File: src/rtl/vga_pkg.sv
// vga_pkg
//   Shared constants for the 640x480@60 VGA raster (800x525 total, 25 MHz
//   pixel clock) and the geometry of the 512x256 Hack screen that is
//   centred inside it. Also carries the bundle type that the timing
//   generator hands to the scanout logic.
package vga_pkg;

  typedef logic [9:0] coord_t;

  // Horizontal timing, in pixel clocks from the start of the visible area.
  localparam coord_t H_TOTAL      = 10'd800;
  localparam coord_t H_VISIBLE    = 10'd640;
  localparam coord_t H_SYNC_START = 10'd656;
  localparam coord_t H_SYNC_END   = 10'd752;

  // Vertical timing, in lines.
  localparam coord_t V_TOTAL      = 10'd525;
  localparam coord_t V_VISIBLE    = 10'd480;
  localparam coord_t V_SYNC_START = 10'd490;
  localparam coord_t V_SYNC_END   = 10'd492;

  // Hack screen geometry: 512x256 pixels, 32 16-bit words per row.
  localparam int HACK_WIDTH         = 512;
  localparam int HACK_HEIGHT        = 256;
  localparam int HACK_WORDS_PER_ROW = 32;
  localparam int HACK_WORD_BITS     = 16;
  localparam int VRAM_ADDR_W        = 13;

  typedef struct packed {
    coord_t hcount;
    coord_t vcount;
    logic   hsync;
    logic   vsync;
    logic   active;
  } vga_timing_t;

endpackage

File: src/rtl/vga_timing.sv
// vga_timing
//   Raster counters and sync/active decode for 640x480@60.
//   Ports:
//     clk    - pixel clock
//     reset  - synchronous, active high; returns the raster to (0,0)
//     timing - current hcount/vcount plus hsync, vsync (active low) and
//              active, all decoded from the counter registers this cycle
module vga_timing
  import vga_pkg::*;
(
  input  logic        clk,
  input  logic        reset,
  output vga_timing_t timing
);

  coord_t hcount_q, hcount_d;
  coord_t vcount_q, vcount_d;

  always_comb begin
    hcount_d = hcount_q + 10'd1;
    vcount_d = vcount_q;
    if (hcount_q == H_TOTAL - 10'd1) begin
      hcount_d = '0;
      vcount_d = (vcount_q == V_TOTAL - 10'd1) ? '0 : vcount_q + 10'd1;
    end
  end

  always_ff @(posedge clk) begin
    if (reset) begin
      hcount_q <= '0;
      vcount_q <= '0;
    end else begin
      hcount_q <= hcount_d;
      vcount_q <= vcount_d;
    end
  end

  always_comb begin
    timing.hcount = hcount_q;
    timing.vcount = vcount_q;
    timing.hsync  = !((hcount_q >= H_SYNC_START) && (hcount_q < H_SYNC_END));
    timing.vsync  = !((vcount_q >= V_SYNC_START) && (vcount_q < V_SYNC_END));
    timing.active = (hcount_q < H_VISIBLE) && (vcount_q < V_VISIBLE);
  end

endmodule

File: src/rtl/vram_scanout.sv
// vram_scanout
//   Scans the Hack 512x256 monochrome frame buffer out of VRAM onto a
//   640x480 VGA raster, with the Hack window placed at (H_OFFSET, V_OFFSET).
//   Each 16-pixel word is fetched in the two cycles before it is displayed;
//   the RAM's registered output is captured at the end of the second cycle
//   and then shifted out LSB first (LSB = leftmost pixel).
//   Ports:
//     clk, reset  - pixel clock, synchronous active-high reset
//     p_read      - VRAM read request (stalls the CPU port while high)
//     p_addr      - VRAM word address, 0 whenever p_read is low
//     p_dout      - VRAM read data, only meaningful while p_read is high
//     hsync/vsync - active-low syncs
//     active      - high inside the 640x480 visible area
//     pixel       - Hack pixel, 0 outside the Hack window
//     frame_start - one-cycle pulse at (0,480); present only when
//                   VRAM_SCANOUT_FRAME_PULSE_EN is defined
module vram_scanout
  import vga_pkg::*;
#(
  parameter int H_OFFSET = 64,
  parameter int V_OFFSET = 112
) (
  input  logic        clk,
  input  logic        reset,
  output logic        p_read,
  output logic [12:0] p_addr,
  input  logic [15:0] p_dout,
  output logic        hsync,
  output logic        vsync,
  output logic        active,
  output logic        pixel
`ifdef VRAM_SCANOUT_FRAME_PULSE_EN
  ,
  output logic        frame_start
`endif
);

  // Fetch slots span Xk-2 .. Xk-1 for k = 0..31, i.e. from H_OFFSET-2 up to
  // the cycle before the last word's first pixel.
  localparam coord_t FETCH_LO = coord_t'(H_OFFSET - 2);
  localparam coord_t FETCH_HI = coord_t'(H_OFFSET + HACK_WIDTH - 17);
  localparam coord_t WIN_H_LO = coord_t'(H_OFFSET);
  localparam coord_t WIN_H_HI = coord_t'(H_OFFSET + HACK_WIDTH - 1);
  localparam coord_t WIN_V_LO = coord_t'(V_OFFSET);
  localparam coord_t WIN_V_HI = coord_t'(V_OFFSET + HACK_HEIGHT - 1);

  vga_timing_t timing;

  vga_timing u_timing (
    .clk    (clk),
    .reset  (reset),
    .timing (timing)
  );

  logic        win_line;
  logic        win_col;
  logic        in_window;
  logic        in_fetch;
  logic        load;
  logic [8:0]  fetch_rel;
  logic [7:0]  row;
  logic [4:0]  word_idx;
  logic [15:0] shift_q, shift_d;

  always_comb begin
    win_line  = (timing.vcount >= WIN_V_LO) && (timing.vcount <= WIN_V_HI);
    win_col   = (timing.hcount >= WIN_H_LO) && (timing.hcount <= WIN_H_HI);
    in_window = win_line && win_col;
    // Offset from the first fetch slot: bits [8:4] name the word being
    // fetched, bits [3:1] == 0 marks its two-cycle slot, bit 0 the second.
    fetch_rel = 9'(timing.hcount - FETCH_LO);
    row       = 8'(timing.vcount - WIN_V_LO);
    word_idx  = fetch_rel[8:4];
    in_fetch  = win_line && (timing.hcount >= FETCH_LO) &&
                (timing.hcount <= FETCH_HI) && (fetch_rel[3:1] == 3'd0);
    load      = in_fetch && fetch_rel[0];
  end

  // The load of word k+1 lands on the edge ending pixel Xk+15, so it takes
  // priority over the shift that would otherwise happen there.
  always_comb begin
    shift_d = shift_q;
    if (load) begin
      shift_d = p_dout;
    end else if (in_window) begin
      shift_d = {1'b0, shift_q[15:1]};
    end
  end

  always_ff @(posedge clk) begin
    if (reset) begin
      shift_q <= '0;
    end else begin
      shift_q <= shift_d;
    end
  end

  assign p_read = in_fetch;
  assign p_addr = in_fetch ? {row, word_idx} : 13'd0;
  assign hsync  = timing.hsync;
  assign vsync  = timing.vsync;
  assign active = timing.active;
  assign pixel  = in_window && shift_q[0];

`ifdef VRAM_SCANOUT_FRAME_PULSE_EN
  assign frame_start = !reset && (timing.hcount == 10'd0) &&
                       (timing.vcount == V_VISIBLE);
`endif

endmodule

File: config.mk
export PLATFORM = sky130hd
export DESIGN_NAME = vram_scanout
export DESIGN_NICKNAME = d
export VERILOG_FILES = /design/src/rtl/vga_pkg.sv /design/src/rtl/vga_timing.sv /design/src/rtl/vram_scanout.sv
export SDC_FILE = /design/constraint.sdc
export NUM_CORES = 1
export LEC_CHECK = 0
export BUFFER_PORTS_ARGS = -buffer_cell sky130_fd_sc_hd__buf_2
export CAP_MARGIN = 0
export CORE_MARGIN = 4
export CORE_UTILIZATION = 40
export CTS_CLUSTER_DIAMETER = 40
export CTS_CLUSTER_SIZE = 8
export DETAILED_ROUTE_END_ITERATION = 12
export PLACE_DENSITY = 0.67
export SLEW_MARGIN = 10
export SYNTH_ARGS = -nofsm -noshare
export SYNTH_HDL_FRONTEND = slang
export SYNTH_HIERARCHICAL = 1
export SYNTH_SLANG_ARGS = --single-unit
File: constraint.sdc
create_clock -name clk -period 5.8 [get_ports clk]
set_clock_uncertainty 0.1 [all_clocks]
set_input_delay 0.87 -clock clk [delete_from_list [all_inputs] [get_ports clk]]
set_output_delay 0.87 -clock clk [all_outputs]
set_load 0.01 [all_outputs]
==> impl_metrics.tcl, run 1 <==
set metrics [dict create \
    status "completed" \
    htreeDepth 2 \
    io-pin-count 36 \
    worst-setup-path-type "register to output pin" \
    power_frac_clock_pct 40.7 \
    die_area_um2 6572 \
    clock-sinks 36 \
    portBuffers 35 \
    switchingPower_uw 106.2 \
    holdBufCountCts 0 \
    cp.arrival_ps 2660 \
    cpPeakStageDelay_ps 590 \
    fin_crit_sh_pct 62.61 \
    grt_pass1_vias 1801 \
    synth_top_cell_by_area "dfxtp_1" \
    drive_above_1_share_pct 19.64 \
    rsz0062_at_grt "false" \
    cp_max_fo 18 \
    initial_core_util_pct 41.55 \
    p_int_uw 354.3 \
    worstSkewPairLatency_ps 290 \
    min_period_ps 3631 \
    drt-initial-drc-count 69 \
    hold_path_class "register to register" \
    cap_viol_max_count 0 \
    tightestPinTransition_ps 824.0 \
    peakVddDrop_mv 0.09192 \
    ys_seq_area_share_pct 33.74 \
    drv_slew 0 \
    cts_buffers 5 \
    antenna_found_initial 0 \
    synth_nets 270 \
    clkTransAtPathRegs_ps 70 \
    synth_xor_xnor_area_share_pct 7.791 \
    grt_pass1_wl_um 8307 \
    synth_mux_area_share_pct 7.967 \
    dr.pass1.iters 4 \
    drtAntennaViolNets 0 \
    synth-edff-count 0 \
    path_delay_family "simple AND/OR/NAND/NOR gates" \
    grt_overflow 0 \
    area_growth_pct 13.53 \
    cts_tree "built" \
    cp.required_ps 4830 \
    netlist.area_leader.share_pct 33.74 \
    cp.buffers_inverters 2 \
    cts_resized 0 \
    path_cells "nand2_1 -> o21ai_1 -> nand4_1 -> or2_1 -> inv_2 -> and2_1 -> buf_2" \
    die_w_um 81.07 \
    power_density_nw_per_um2 189.9 \
    startpoint_type "register" \
    drt_wl_total_um 5008 \
    clock_path_buffers 2 \
    synthAdderAreaFrac_pct 4.687 \
    vias 1867 \
    syn-instance-count 244 \
    nFillCells 539 \
    slowest_stage "or2_1" \
    synth_cell_types 48 \
    synth-simple-area-share_pct 23.73 \
    power_frac_comb_pct 4.6 \
    swShare_pct 23.06 \
    end_kind "output pin" \
    synth.cell_area_um2 2136 \
    die_h_um 81.07 \
    multiInputGateArea_um2 1305 \
    synthArstFlopShare_pct 0 \
    ys_dominant_reg_cell "dfxtp_1" \
    wl_per_cell_um 14.52 \
    max_freq_mhz 275.4 \
    ys_warn_count 6 \
    antenna_cells 0 \
    setup_tns_ps 0 \
    final_design_area_no_fill_um2 2425 \
    synth-compound-area-share_pct 16.93 \
    cellLeakagePower_uw 0.001014 \
    finalHoldViolations 0 \
    power_frac_seq_pct 54.7 \
    dpl_cell_area_um2 2331 \
    viasPerCell 5.412 \
    grt_max_degree 19 \
    fp.coreArea_um2 5140 \
    slew_headroom_pct 44.93 \
    synth_area_leaders "dfxtp_1 34%, mux2i_1 8.0%, o41ai_1 6.2%" \
    synth_top_family_by_area "simple AND/OR/NAND/NOR gates" \
    final_nets 300 \
    cts_setup_buffers 0 \
    final_common_cell "dfxtp_1" \
    regArea_um2 720.7 \
    route.detailed.drc 0 \
    grt_util_all_layers_pct 15.89 \
    mostFrequentLayoutCells "36 x dfxtp_1, 35 x buf_2, 31 x nor2_1" \
    dp_hpwl_um 3523 \
    finalSetupViolCount 0 \
    ys_seq_elements 36 \
    gp_congestion 0.8044 \
    placementRows 26 \
    cts_root_buffer "clkbuf_8" \
    syn_area_per_cell_um2 8.753 \
]
[layer usage]
| layer | global-route usage, % | wire [um] |
|---|---|---|
| met1 | 21.77 | 2594 |
| met2 | 25.12 | 2149 |
| met3 | 3.215 | 196 |
| met4 | 4.730 | 69 |
| met5 | 0 | 0 |
[through the flow]
step / total power [uW] / utilization (%) / hold slack, ps / instances / setup slack (ps)
finish: 460.4 / 47.18 / 403.3 / 345 / 2169
global route: 476.6 / 47.18 / 424.9 / 345 / 1976
CTS: 465.6 / 47.18 / 409.7 / 345 / 2222
detailed placement: 278.3 / 45.35 / 392.4 / 337 / 2546
global placement: 278.1 / 45.35 / 382.8 / 337 / 2594
floorplan: 269.1 / - / 362.2 / 244 / 2980
[layout make-up]
type	count	share of cell area (%)
Timing Repair Buffer	35	7.224
Clock inverter	1	0.3096
Multi-Input combinational cell	185	53.82
Clock buffer	7	3.560
Sequential cell	36	29.72
Inverter	11	1.754
Tap cell	70	3.612
[cell usage after synthesis (7+ instances only)]
cell type	number
inv_1	8
xnor2_1	11
o41ai_1	15
xor2_1	8
nor2_1	31
ha_1	8
nand3_1	12
nor4_1	9
a21oi_1	16
mux2i_1	17
dfxtp_1	36
nand2_1	7
[flip-flops by register name (all words and copies together), names as in the netlist]
name	count
shift_q	16
u_timing/hcount_q	10
u_timing/vcount_q	10
[worst paths after layout]
check | startpoint | endpoint | slack [ps] | depth (start not counted)
max reg2reg | u_timing/hcount_q[4] | shift_q[15] | 3060 | 5
min reg2reg | u_timing/hcount_q[0] | u_timing/hcount_q[0] | 400 | 1
min | u_timing/hcount_q[0] | u_timing/hcount_q[0] | 400 | 1
max | u_timing/hcount_q[4] | p_addr[7] | 2170 | 7
[kinds of logic after synthesis]
group | Yosys count
buffers and inverters | 23
DFF | 36
xor gates and xnor gates | 19
muxes | 17
adders and majority gates | 8
AOI/OAI and AO/OA | 48
and+or+nand+nor | 93
[power by group through the flow]
| stage | sequential, uW | combinational, uW | clock (uW) |
|---|---|---|---|
| 3_5_place_dp | 257 | 20.9 | 0 |
| 5_1_grt | 252 | 24.0 | 201 |
| 6_report | 252 | 21.3 | 188 |
| 3_3_place_gp | 257 | 20.9 | 0 |
| 2_1_floorplan | 257 | 12.5 | 0 |
| 4_1_cts | 251 | 21.2 | 193 |
No activity file was read; power rests on OpenSTA's default activity.
==> run 2: changes to the inputs <==
--- a/config.mk
+++ b/config.mk
@@ -5,6 +5,7 @@
 export SDC_FILE = /design/constraint.sdc
 export NUM_CORES = 1
 export LEC_CHECK = 0
+export ABC_AREA = 1
 export BUFFER_PORTS_ARGS = -buffer_cell sky130_fd_sc_hd__buf_2
 export CAP_MARGIN = 0
 export CORE_MARGIN = 4
@@ -12,7 +13,7 @@
 export CTS_CLUSTER_DIAMETER = 40
 export CTS_CLUSTER_SIZE = 8
 export DETAILED_ROUTE_END_ITERATION = 12
-export PLACE_DENSITY = 0.67
+export PLACE_DENSITY = 0.68
 export SLEW_MARGIN = 10
 export SYNTH_ARGS = -nofsm -noshare
 export SYNTH_HDL_FRONTEND = slang
==> constraint.sdc (replaced) <==
create_clock -name clk -period 3.3 [get_ports clk]
set_clock_uncertainty 0.1 [all_clocks]
set_input_delay 0.495 -clock clk [delete_from_list [all_inputs] [get_ports clk]]
set_output_delay 0.495 -clock clk [all_outputs]
set_load 0.01 [all_outputs]
==> impl_metrics.tcl, run 2 <==
set metrics [dict create \
    r2r_slack_ps 1060 \
    grt_max_degree 33 \
    setup_tns_ps 0 \
    drt_wl_total_um 5801 \
    largest_registers "shift_q (16), u_timing/hcount_q (10), u_timing/vcount_q (10)" \
    ys_seq_elements 36 \
    drv_slew 0 \
    cts_tree "built" \
    min_period_ps 2934 \
    slew_headroom_pct 73.82 \
    wl_per_cell_um 11.79 \
    drt-initial-drc-count 144 \
    dp_hpwl_um 4156 \
    cts_root_buffer "clkbuf_8" \
    synth-edff-count 0 \
    syn_area_per_cell_um2 6.523 \
    holdBufCountCts 0 \
    cp_max_fo 17 \
    mostFrequentLayoutCells "84 x nand2_1, 51 x inv_1, 47 x nand3_1" \
    final_common_cell "nand2_1" \
    synthArstFlopShare_pct 0 \
    power_density_nw_per_um2 290.2 \
    netlist.area_leader.share_pct 28.40 \
    largest_reg_flops 16 \
    switchingPower_uw 178.7 \
    power_frac_seq_pct 53.9 \
    reg2reg_to "shift_q[2]" \
    swShare_pct 21.90 \
    startpoint "u_timing/hcount_q[6]" \
    cp.buffers_inverters 3 \
    worstSkewPairLatency_ps 290 \
    gp_congestion 0.9599 \
    finalSetupViolCount 0 \
    multiInputGateArea_um2 1478 \
    antenna_found_initial 0 \
    area_growth_pct 10.85 \
    dr.pass1.iters 4 \
    largest-register "shift_q" \
    endpoint "p_addr[11]" \
    clock-sinks 36 \
    path_delay_family "simple AND/OR/NAND/NOR gates" \
    route.detailed.drc 0 \
    die_area_um2 7682 \
    pre_cts_ws_ps 561.1 \
    synth_most_common_cell "nand2_1" \
    power_frac_clock_pct 41.3 \
    htreeDepth 2 \
    synth_top_cell_by_area "dfxtp_1" \
    cts_buffers 5 \
    io-pin-count 36 \
    cp.depth 11 \
    synth_commonest_cells "84 x nand2_1, 51 x inv_1, 47 x nand3_1, 38 x nor2_1, 36 x dfxtp_1" \
    grt_pass1_wl_um 10020 \
    cp.arrival_ps 2340 \
    hold_path_class "register to register" \
    placementRows 28 \
    cts_resized 0 \
    antenna_cells 0 \
    synth.cell_area_um2 2537 \
    vias 2467 \
    max_freq_mhz 340.9 \
    grt_overflow 0 \
    r2r_start "u_timing/vcount_q[4]" \
    die_w_um 87.65 \
    cap_viol_max_count 0 \
    tightestPinTransition_ps 391.7 \
    drive_above_1_share_pct 19.18 \
    grt_util_all_layers_pct 16.14 \
    fin_util_pct 46.68 \
    finalHoldViolations 0 \
    portBuffers 35 \
    stdcell_count 492 \
    ys_warn_count 6 \
    final_nets 443 \
    initial_core_util_pct 42.11 \
    worst-setup-path-type "register to output pin" \
    synth_area_leaders "dfxtp_1 28%, nand2_1 12%, nand3_1 9.3%" \
    placed_cells 485 \
    startpoint_type "register" \
    synth_nets 415 \
    clkTransAtPathRegs_ps 70 \
    synth_cell_types 30 \
    syn-instance-count 389 \
    ys_seq_area_share_pct 28.40 \
    slowest_stage "dfxtp_1" \
    cellLeakagePower_uw 0.001328 \
    end_kind "output pin" \
    nFillCells 665 \
    power_frac_comb_pct 4.7 \
    peakVddDrop_mv 0.1170 \
    worst_r2r_path_depth 10 \
    path_cells "inv_2 -> nand2_1 -> nor2_1 -> nand2_2 -> nand2_2 -> nor2_8 -> nand2_1 -> inv_2 -> o21ai_0 -> a21oi_1 -> buf_2" \
    fin_crit_sh_pct 88.90 \
    cpPeakStageDelay_ps 520 \
    drtAntennaViolNets 0 \
    status "completed" \
    die_h_um 87.65 \
    cts_setup_buffers 0 \
    fp.coreArea_um2 6026 \
    rsz0062_at_grt "false" \
    regArea_um2 721.9 \
    ys_dominant_reg_cell "dfxtp_1" \
    clock_path_buffers 2 \
    setup_slack_ps 366.4 \
    viasPerCell 5.014 \
    grt_pass1_vias 2256 \
    p_int_uw 637.5 \
    cp.required_ps 2700 \
]
run 2: logic make-up (layout without fill, tap and decap cells):
kind of cell	count (synthesis)	after routing	synth area share [%]
AND/OR/NAND/NOR	225	225	45.32
buffers and inverters	78	106	13.36
AO/OA/AOI/OAI	38	38	7.594
flip-flops	36	36	28.40
adder cells (fa/ha/maj)	8	8	3.945
XOR/XNOR	4	4	1.381
run 2: worst min-delay path by stage:
stage	from	endpoint	slack, ps	depth (start not counted)
finish	shift_q[3]	shift_q[3]	380	2
detailed placement	shift_q[3]	shift_q[3]	380	2
CTS	p_dout[15]	shift_q[15]	380	3
global route	shift_q[8]	shift_q[8]	410	2
global placement	shift_q[15]	shift_q[15]	370	2
floorplan	u_timing/hcount_q[0]	u_timing/hcount_q[0]	340	1
run 2: cell type report:
type	instances	share of cell area, %
clock buffers	7	3.425
inverters	62	8.274
multi-input cells	275	52.54
flip-flops and latches	36	25.67
well taps	75	3.336
repair buffers	37	6.762
run 2: worst min-delay path, stage by stage, from the launching register on:
cell and delay, ps:
dfxtp_1 310, nand3_1 70, a21oi_1 60
run 2: layer usage:
| metal | global-route usage [%] | vias to the layer above | wire (um) |
|---|---|---|---|
| li1 | - | 1308 | - |
| met1 | 20.67 | 1097 | 2676 |
| met2 | 26.51 | 50 | 2759 |
| met3 | 2.540 | 12 | 238 |
| met4 | 7.531 | 0 | 126 |
| met5 | 0 | - | 0 |
run 2: power groups by stage:
| stage | clock, uW | sequential [uW] | combinational [uW] |
|---|---|---|---|
| floorplan | 0 | 450 | 24.0 |
| global placement | 0 | 450 | 38.7 |
| detailed placement | 0 | 450 | 38.9 |
| CTS | 348 | 440 | 39.1 |
| global route | 368 | 440 | 44.3 |
| finish | 337 | 440 | 38.7 |
run 2: through the flow:
step / total power [uW] / instance area (um2) / hold WS (ps)
global route: 852.7 / 2813 / 405.4
CTS: 827.5 / 2811 / 384.4
floorplan: 474.1 / 2537 / 338.2
detailed placement: 489.2 / 2715 / 376.7
global placement: 488.7 / 2715 / 367.3
finish: 816.2 / 2813 / 383.8
